<file path="src/rtl/jstk_spi_responder.sv">
`default_nettype none
// ============================================================================
// Module      : jstk_spi_responder
// Description : SPI mode-0 slave emulating the PmodJSTK joystick. Returns a
//               frame {Xlo, Xhi, Ylo, Yhi, btn, 0...} on MISO and decodes the
//               master's first byte into two LED control bits.
// Revision    : 1.0 - initial release
// ============================================================================
module jstk_spi_responder #(
    parameter int NBYTES      = 5,
    parameter int SYNC_STAGES = 2
) (
    input  logic       i_clk,
    input  logic       i_rst_n,
    input  logic [9:0] i_x,
    input  logic [9:0] i_y,
    input  logic [2:0] i_btn,
    input  logic       i_ss_n,
    input  logic       i_sclk,
    input  logic       i_mosi,
    output logic       o_miso,
    output logic [1:0] o_leds,
    output logic       o_cmd_valid,
    output logic       o_xfer_done,
    output logic       o_busy
);

    localparam int c_tx_w   = NBYTES * 8;
    localparam int c_byte_w = (NBYTES > 1) ? $clog2(NBYTES) : 1;
    localparam logic [c_byte_w-1:0] c_last_byte = c_byte_w'(NBYTES - 1);

    typedef enum logic [1:0] {
        ST_IDLE  = 2'd0,
        ST_LOAD  = 2'd1,
        ST_SHIFT = 2'd2,
        ST_DONE  = 2'd3
    } state_t;

    state_t r_state;
    state_t w_next_state;

    logic [SYNC_STAGES-1:0] r_ss_sync;
    logic [SYNC_STAGES-1:0] r_sclk_sync;
    logic [SYNC_STAGES-1:0] r_mosi_sync;
    logic                   r_ss_q;
    logic                   r_sclk_q;

    logic              w_ss_s;
    logic              w_sclk_s;
    logic              w_mosi_s;
    logic              w_ss_fall;
    logic              w_ss_rise;
    logic              w_sclk_rise;
    logic              w_sclk_fall;

    logic [39:0]       w_frame;
    logic [c_tx_w-1:0] w_load;
    logic [c_tx_w-1:0] r_tx;
    logic [6:0]        r_rx;
    logic [2:0]        r_bit_cnt;
    logic [c_byte_w-1:0] r_byte_cnt;

    logic              w_load_en;
    logic              w_rise_en;
    logic              w_fall_en;
    logic              w_cmd_hit;
    logic              w_xfer_end;

    logic              r_miso;
    logic [1:0]        r_leds;
    logic              r_cmd_valid;
    logic              r_xfer_done;

    // Bring the asynchronous SPI pins into the i_clk domain; SS idles high.
    always_ff @(posedge i_clk or negedge i_rst_n) begin
        if (!i_rst_n) begin
            r_ss_sync   <= '1;
            r_sclk_sync <= '0;
            r_mosi_sync <= '0;
        end else begin
            r_ss_sync   <= {r_ss_sync[SYNC_STAGES-2:0], i_ss_n};
            r_sclk_sync <= {r_sclk_sync[SYNC_STAGES-2:0], i_sclk};
            r_mosi_sync <= {r_mosi_sync[SYNC_STAGES-2:0], i_mosi};
        end
    end

    assign w_ss_s   = r_ss_sync[SYNC_STAGES-1];
    assign w_sclk_s = r_sclk_sync[SYNC_STAGES-1];
    assign w_mosi_s = r_mosi_sync[SYNC_STAGES-1];

    // Previous synced level of SS and SCLK, used to find edges.
    always_ff @(posedge i_clk or negedge i_rst_n) begin
        if (!i_rst_n) begin
            r_ss_q   <= 1'b1;
            r_sclk_q <= 1'b0;
        end else begin
            r_ss_q   <= w_ss_s;
            r_sclk_q <= w_sclk_s;
        end
    end

    assign w_ss_fall   = r_ss_q & ~w_ss_s;
    assign w_ss_rise   = ~r_ss_q & w_ss_s;
    assign w_sclk_rise = ~r_sclk_q & w_sclk_s;
    assign w_sclk_fall = r_sclk_q & ~w_sclk_s;

    // Joystick frame as the master expects it: little-endian 10-bit axes.
    assign w_frame = {i_x[7:0], 6'b0, i_x[9:8], i_y[7:0], 6'b0, i_y[9:8], 5'b0, i_btn};

    generate
        if (c_tx_w == 40) begin : g_exact
            assign w_load = w_frame;
        end else if (c_tx_w > 40) begin : g_pad
            assign w_load = {w_frame, {(c_tx_w - 40){1'b0}}};
        end else begin : g_trunc
            assign w_load = w_frame[39 -: c_tx_w];
        end
    endgenerate

    // FSM state register.
    always_ff @(posedge i_clk or negedge i_rst_n) begin
        if (!i_rst_n) begin
            r_state <= ST_IDLE;
        end else begin
            r_state <= w_next_state;
        end
    end

    // Next state and datapath strobes; SS rise always beats a same-cycle SCLK edge.
    always_comb begin
        w_next_state = r_state;
        w_load_en    = 1'b0;
        w_rise_en    = 1'b0;
        w_fall_en    = 1'b0;
        w_cmd_hit    = 1'b0;
        w_xfer_end   = 1'b0;
        case (r_state)
            ST_IDLE: begin
                if (w_ss_fall) begin
                    w_next_state = ST_LOAD;
                end
            end
            ST_LOAD: begin
                if (w_ss_rise) begin
                    w_next_state = ST_IDLE;
                end else begin
                    w_load_en    = 1'b1;
                    w_next_state = ST_SHIFT;
                end
            end
            ST_SHIFT: begin
                if (w_ss_rise) begin
                    w_next_state = ST_IDLE;
                end else begin
                    if (w_sclk_rise) begin
                        w_rise_en = 1'b1;
                        if (r_bit_cnt == 3'd7) begin
                            if (r_byte_cnt == '0 && r_rx[6:1] == 6'b100000) begin
                                w_cmd_hit = 1'b1;
                            end
                            if (r_byte_cnt == c_last_byte) begin
                                w_next_state = ST_DONE;
                            end
                        end
                    end
                    if (w_sclk_fall) begin
                        w_fall_en = 1'b1;
                    end
                end
            end
            ST_DONE: begin
                if (w_ss_rise) begin
                    w_xfer_end   = 1'b1;
                    w_next_state = ST_IDLE;
                end else if (w_sclk_fall) begin
                    w_fall_en = 1'b1;
                end
            end
            default: begin
                w_next_state = ST_IDLE;
            end
        endcase
    end

    // Shift registers and bit/byte counters.
    always_ff @(posedge i_clk or negedge i_rst_n) begin
        if (!i_rst_n) begin
            r_tx       <= '0;
            r_rx       <= '0;
            r_bit_cnt  <= '0;
            r_byte_cnt <= '0;
        end else begin
            if (w_load_en) begin
                r_tx       <= w_load;
                r_rx       <= '0;
                r_bit_cnt  <= '0;
                r_byte_cnt <= '0;
            end else begin
                if (w_rise_en) begin
                    r_rx      <= {r_rx[5:0], w_mosi_s};
                    r_bit_cnt <= r_bit_cnt + 3'd1;
                    if (r_bit_cnt == 3'd7) begin
                        r_byte_cnt <= r_byte_cnt + 1'b1;
                    end
                end
                if (w_fall_en) begin
                    r_tx <= {r_tx[c_tx_w-2:0], 1'b0};
                end
            end
        end
    end

    // MISO follows the tx MSB one cycle late; held low while idle or loading.
    always_ff @(posedge i_clk or negedge i_rst_n) begin
        if (!i_rst_n) begin
            r_miso <= 1'b0;
        end else if (r_state == ST_IDLE || r_state == ST_LOAD) begin
            r_miso <= 1'b0;
        end else begin
            r_miso <= r_tx[c_tx_w-1];
        end
    end

    // Command decode and completion pulses.
    always_ff @(posedge i_clk or negedge i_rst_n) begin
        if (!i_rst_n) begin
            r_leds      <= 2'b00;
            r_cmd_valid <= 1'b0;
            r_xfer_done <= 1'b0;
        end else begin
            r_cmd_valid <= w_cmd_hit;
            r_xfer_done <= w_xfer_end;
            if (w_cmd_hit) begin
                r_leds <= {r_rx[0], w_mosi_s};
            end
        end
    end

    assign o_miso      = r_miso;
    assign o_leds      = r_leds;
    assign o_cmd_valid = r_cmd_valid;
    assign o_xfer_done = r_xfer_done;
    assign o_busy      = (r_state != ST_IDLE);

endmodule
`default_nettype wire
</file>
<file path="config.mk">
export PLATFORM = sky130hd
export DESIGN_NAME = jstk_spi_responder
export DESIGN_NICKNAME = d
export VERILOG_FILES = /design/src/rtl/jstk_spi_responder.sv
export SDC_FILE = /design/constraint.sdc
export NUM_CORES = 1
export LEC_CHECK = 0
export BUFFER_PORTS_ARGS = -buffer_cell sky130_fd_sc_hd__buf_2
export CAP_MARGIN = 20
export CORE_UTILIZATION = 45
export CTS_CLUSTER_SIZE = 40
export DETAILED_ROUTE_END_ITERATION = 10
export PLACE_DENSITY = 0.73
export SETUP_SLACK_MARGIN = 0.2
export SLEW_MARGIN = 5
export SYNTH_ARGS = -nofsm -noshare
export SYNTH_HDL_FRONTEND = slang
export SYNTH_SLANG_ARGS = --single-unit
export TNS_END_PERCENT = 100
</file>
<file path="constraint.sdc">
create_clock -name i_clk -period 4.7 [get_ports i_clk]
set_clock_uncertainty 0.05 [all_clocks]
set_input_delay 0.235 -clock i_clk [delete_from_list [all_inputs] [get_ports i_clk]]
set_output_delay 0.235 -clock i_clk [all_outputs]
set_load 0.02 [all_outputs]
</file>
==> results.cfg <==
[floorplanning]
ios = 34
initial_core_util_pct = 47.77
dieHeight_um = 85.04
die_x_um = 85.04
fp-row-count = 29
fp.dieArea_mm2 = 0.007232
core_area_mm2 = 0.006495

[pwr]
power_mw = 1.778
p_leak_nw = 1.769
powerDensity_mw_per_mm2 = 509.2
vdd_drop_max_mv = 0.2303

[drt]
via_per_inst = 5.350
wl_per_cell_um = 14.10
vias = 2092
drc = 0
drt-initial-drc-count = 154
ant_nets = 0
first_pass_iters = 4
drt-total-wl_um = 5513

[outcome]
status = complete, no violations

[worst_hold_path]
hold_path_class = input pin to async pin

[logic_synthesis]
synth_xor_xnor_area_share_pct = 0.2823
yosysTopAreaCell = dfrtp_1
synth_top_family_by_area = simple AND/OR/NAND/NOR gates
synth_edf_count = 0
ys.flop_type = dfrtp_1
synth-compound-area-share_pct = 6.129
yosys_warnings = 0
synthArstFlopShare_pct = 100.0
synthAdderAreaFrac_pct = 1.613
synth_mux_area_share_pct = 1.613
synthCells = 278
synth.distinct_cells = 35
syn_nets = 310
synth-seq-area-share_pct = 54.96
synthSimpleGateAreaFrac_pct = 30.12
netlist_area_mm2 = 0.003103
synth.top_cell.area_share_pct = 52.42
avgSynthCellArea_um2 = 11.16
synth.top_cells.by_area = dfrtp_1 (52%), nand3_2 (13%), nand2_1 (9.7%)
ys_ff_latch = 68

[placed_design]
post-dp-hpwl_um = 3345
port-buffer-count = 33
gp_congestion = 0.7810
dpl-instance-area_mm2 = 0.003251

[setup_path]
cp.buffers_inverters = 1
required_ns = 4.91
cp_top_family = simple AND/OR/NAND/NOR gates
critPathKind = register to register
rr_worst_depth = 5
critPathMaxFanout = 51
startpoint_type = register
crit_arrival_ns = 2.21
crit_chain = nor2b_4 > or3_2 > buf_4 > nand2_1 > mux2i_1
critPathMaxStageDelay_ns = 0.56
cp_num_cells = 5
crit_path_end_kind = register
slowest_stage = buf_4

[cts]
cts_buffers = 9
cts-root-buf = clkbuf_8
cts_sinks = 68
clk_latency_ns = 0.33
cts_resized = 0
cts_hold_buf = 3
cts-htree-levels = 3
cts_buffer_depth = 2
clkTransAtPathRegs_ns = 0.07
cts_tree = built
post_cts_buffers = 0

[cells_and_area]
seqCellArea_mm2 = 0.001705
multiInputGateArea_mm2 = 0.001242
final_core_util_pct = 53.75
diodes = 0
fin_area_mm2 = 0.003491
nets = 343
final_layout_size_suffix_gt1_share_pct = 33.12
fillCellCount = 561
area_delta_synth_final_pct = 12.50

[sta]
slew_viol_final = 0
setup_viol = 0
timing.final.hold_violations = 0
timing.final.crit_share_pct = 42.68
relSlewSlack_pct = 44.57
grt_setup_unrepaired = no
fmax_mhz = 498.5
period_minus_slack_ns = 2.006
setup_tns_ns = 0
worstMarginPinSlew_ns = 0.8315

[global_routing]
grt_overflow_total = 0
first_global_vias = 2119
grtUsageTotal_pct = 17.32
antenna_found_initial = 0
grt_pass1_wl_um = 9625
grt_max_degree = 69

[flow_run]
maxCapViolCount = 0
## metal layers
layer | share of wire (%) | track usage [%] | vias to the layer above | wire, µm
li1 | - | - | 1011 | -
met2 | 49 | 26.91 | 33 | 2682
met4 | 1.4 | 7.242 | 0 | 77
met1 | 46 | 22.39 | 1043 | 2554
met3 | 3.6 | 5.739 | 5 | 198
met5 | 0 | 0 | - | 0
## cells in the final DEF, fill, tap and decap left out, types with 2 or more instances in the layout
cell type and instances:
nand2_1 80, dfrtp_1 65, nand3_2 39, buf_2 33, a22oi_1 21, clkbuf_8 11, nand3_1 10, ha_1 4
buf_4 4, inv_1 3, a21oi_1 3, nor2_1 3, dlygate4sd3_1 3, dfstp_2 3, nand2b_1 2, nor3_4 2
nor4b_1 2, and2_1 2, or3_2 2, mux2i_1 2, mux2_4 2
## cell usage after synthesis (2+ instances only)
cell type  number
a21oi_1         3
a22oi_1        21
and2_1          2
buf_2           5
buf_4           2
buf_6           9
clkbuf_1        3
dfrtp_1        65
dfstp_2         3
ha_1            4
inv_1           3
mux2_4          2
mux2i_1         2
nand2_1        80
nand2b_1        2
nand3_1        10
nand3_2        39
nor2_1          3
nor3_2          2
nor4b_1         2
or3_1           2
## state kept, by name, indices dropped and copies added (netlist names), 2 cells and up
signal	flops
o_leds	2
r_bit_cnt	3
r_byte_cnt	3
r_mosi_sync	2
r_rx	7
r_sclk_sync	2
r_ss_sync	2
r_state	2
r_tx	40
## final cells by class
| type | instances | area share [%] |
|---|---|---|
| flip-flops and latches | 68 | 48.85 |
| multi-input cells | 188 | 35.59 |
| repair buffers | 41 | 7.025 |
| clock buffers | 12 | 4.444 |
| well taps | 77 | 2.760 |
| clock inverters | 2 | 1.004 |
| inverters | 3 | 0.3226 |
## through the flow
step	worst slack, ns	instances	hold WS (ns)
final	2.694	391	0.04462
after global placement	2.526	373	0.2830
after floorplan	3.023	278	-0.1106
after CTS	2.448	390	0.04225
after detailed placement	2.475	373	0.2911
after global routing	2.547	391	0.05030
## worst paths after layout
check | startpoint | to | slack [ns]
setup / recovery | r_ss_sync[1] | r_byte_cnt[2] | 2.69
hold / removal | i_rst_n | r_tx[38] | 0.04
setup reg to reg | r_ss_sync[1] | r_byte_cnt[2] | 2.69
hold reg to reg | r_mosi_sync[0] | r_mosi_sync[1] | 0.31
max in group asynchronous | i_rst_n | r_tx[26] | 4.02
min in group i_clk | i_btn[0] | r_tx[0] | 0.06
## cell families (layout without fill, tap and decap cells)
| group | after synthesis | in the layout |
|---|---|---|
| muxes | 4 | 4 |
| AOI/OAI and AO/OA | 27 | 27 |
| adders and majority gates | 4 | 4 |
| buffers and inverters | 22 | 58 |
| DFF | 68 | 68 |
| and+or+nand+nor | 152 | 152 |
| xor gates and xnor gates | 1 | 1 |
## report_power, final
group / internal (mW) / switching (mW)
Combinational: 0.175 / 0.271
Sequential: 0.746 / 0.120
Clock: 0.268 / 0.198
Total: 1.19 / 0.589
No activity file was read; power rests on OpenSTA's default activity.
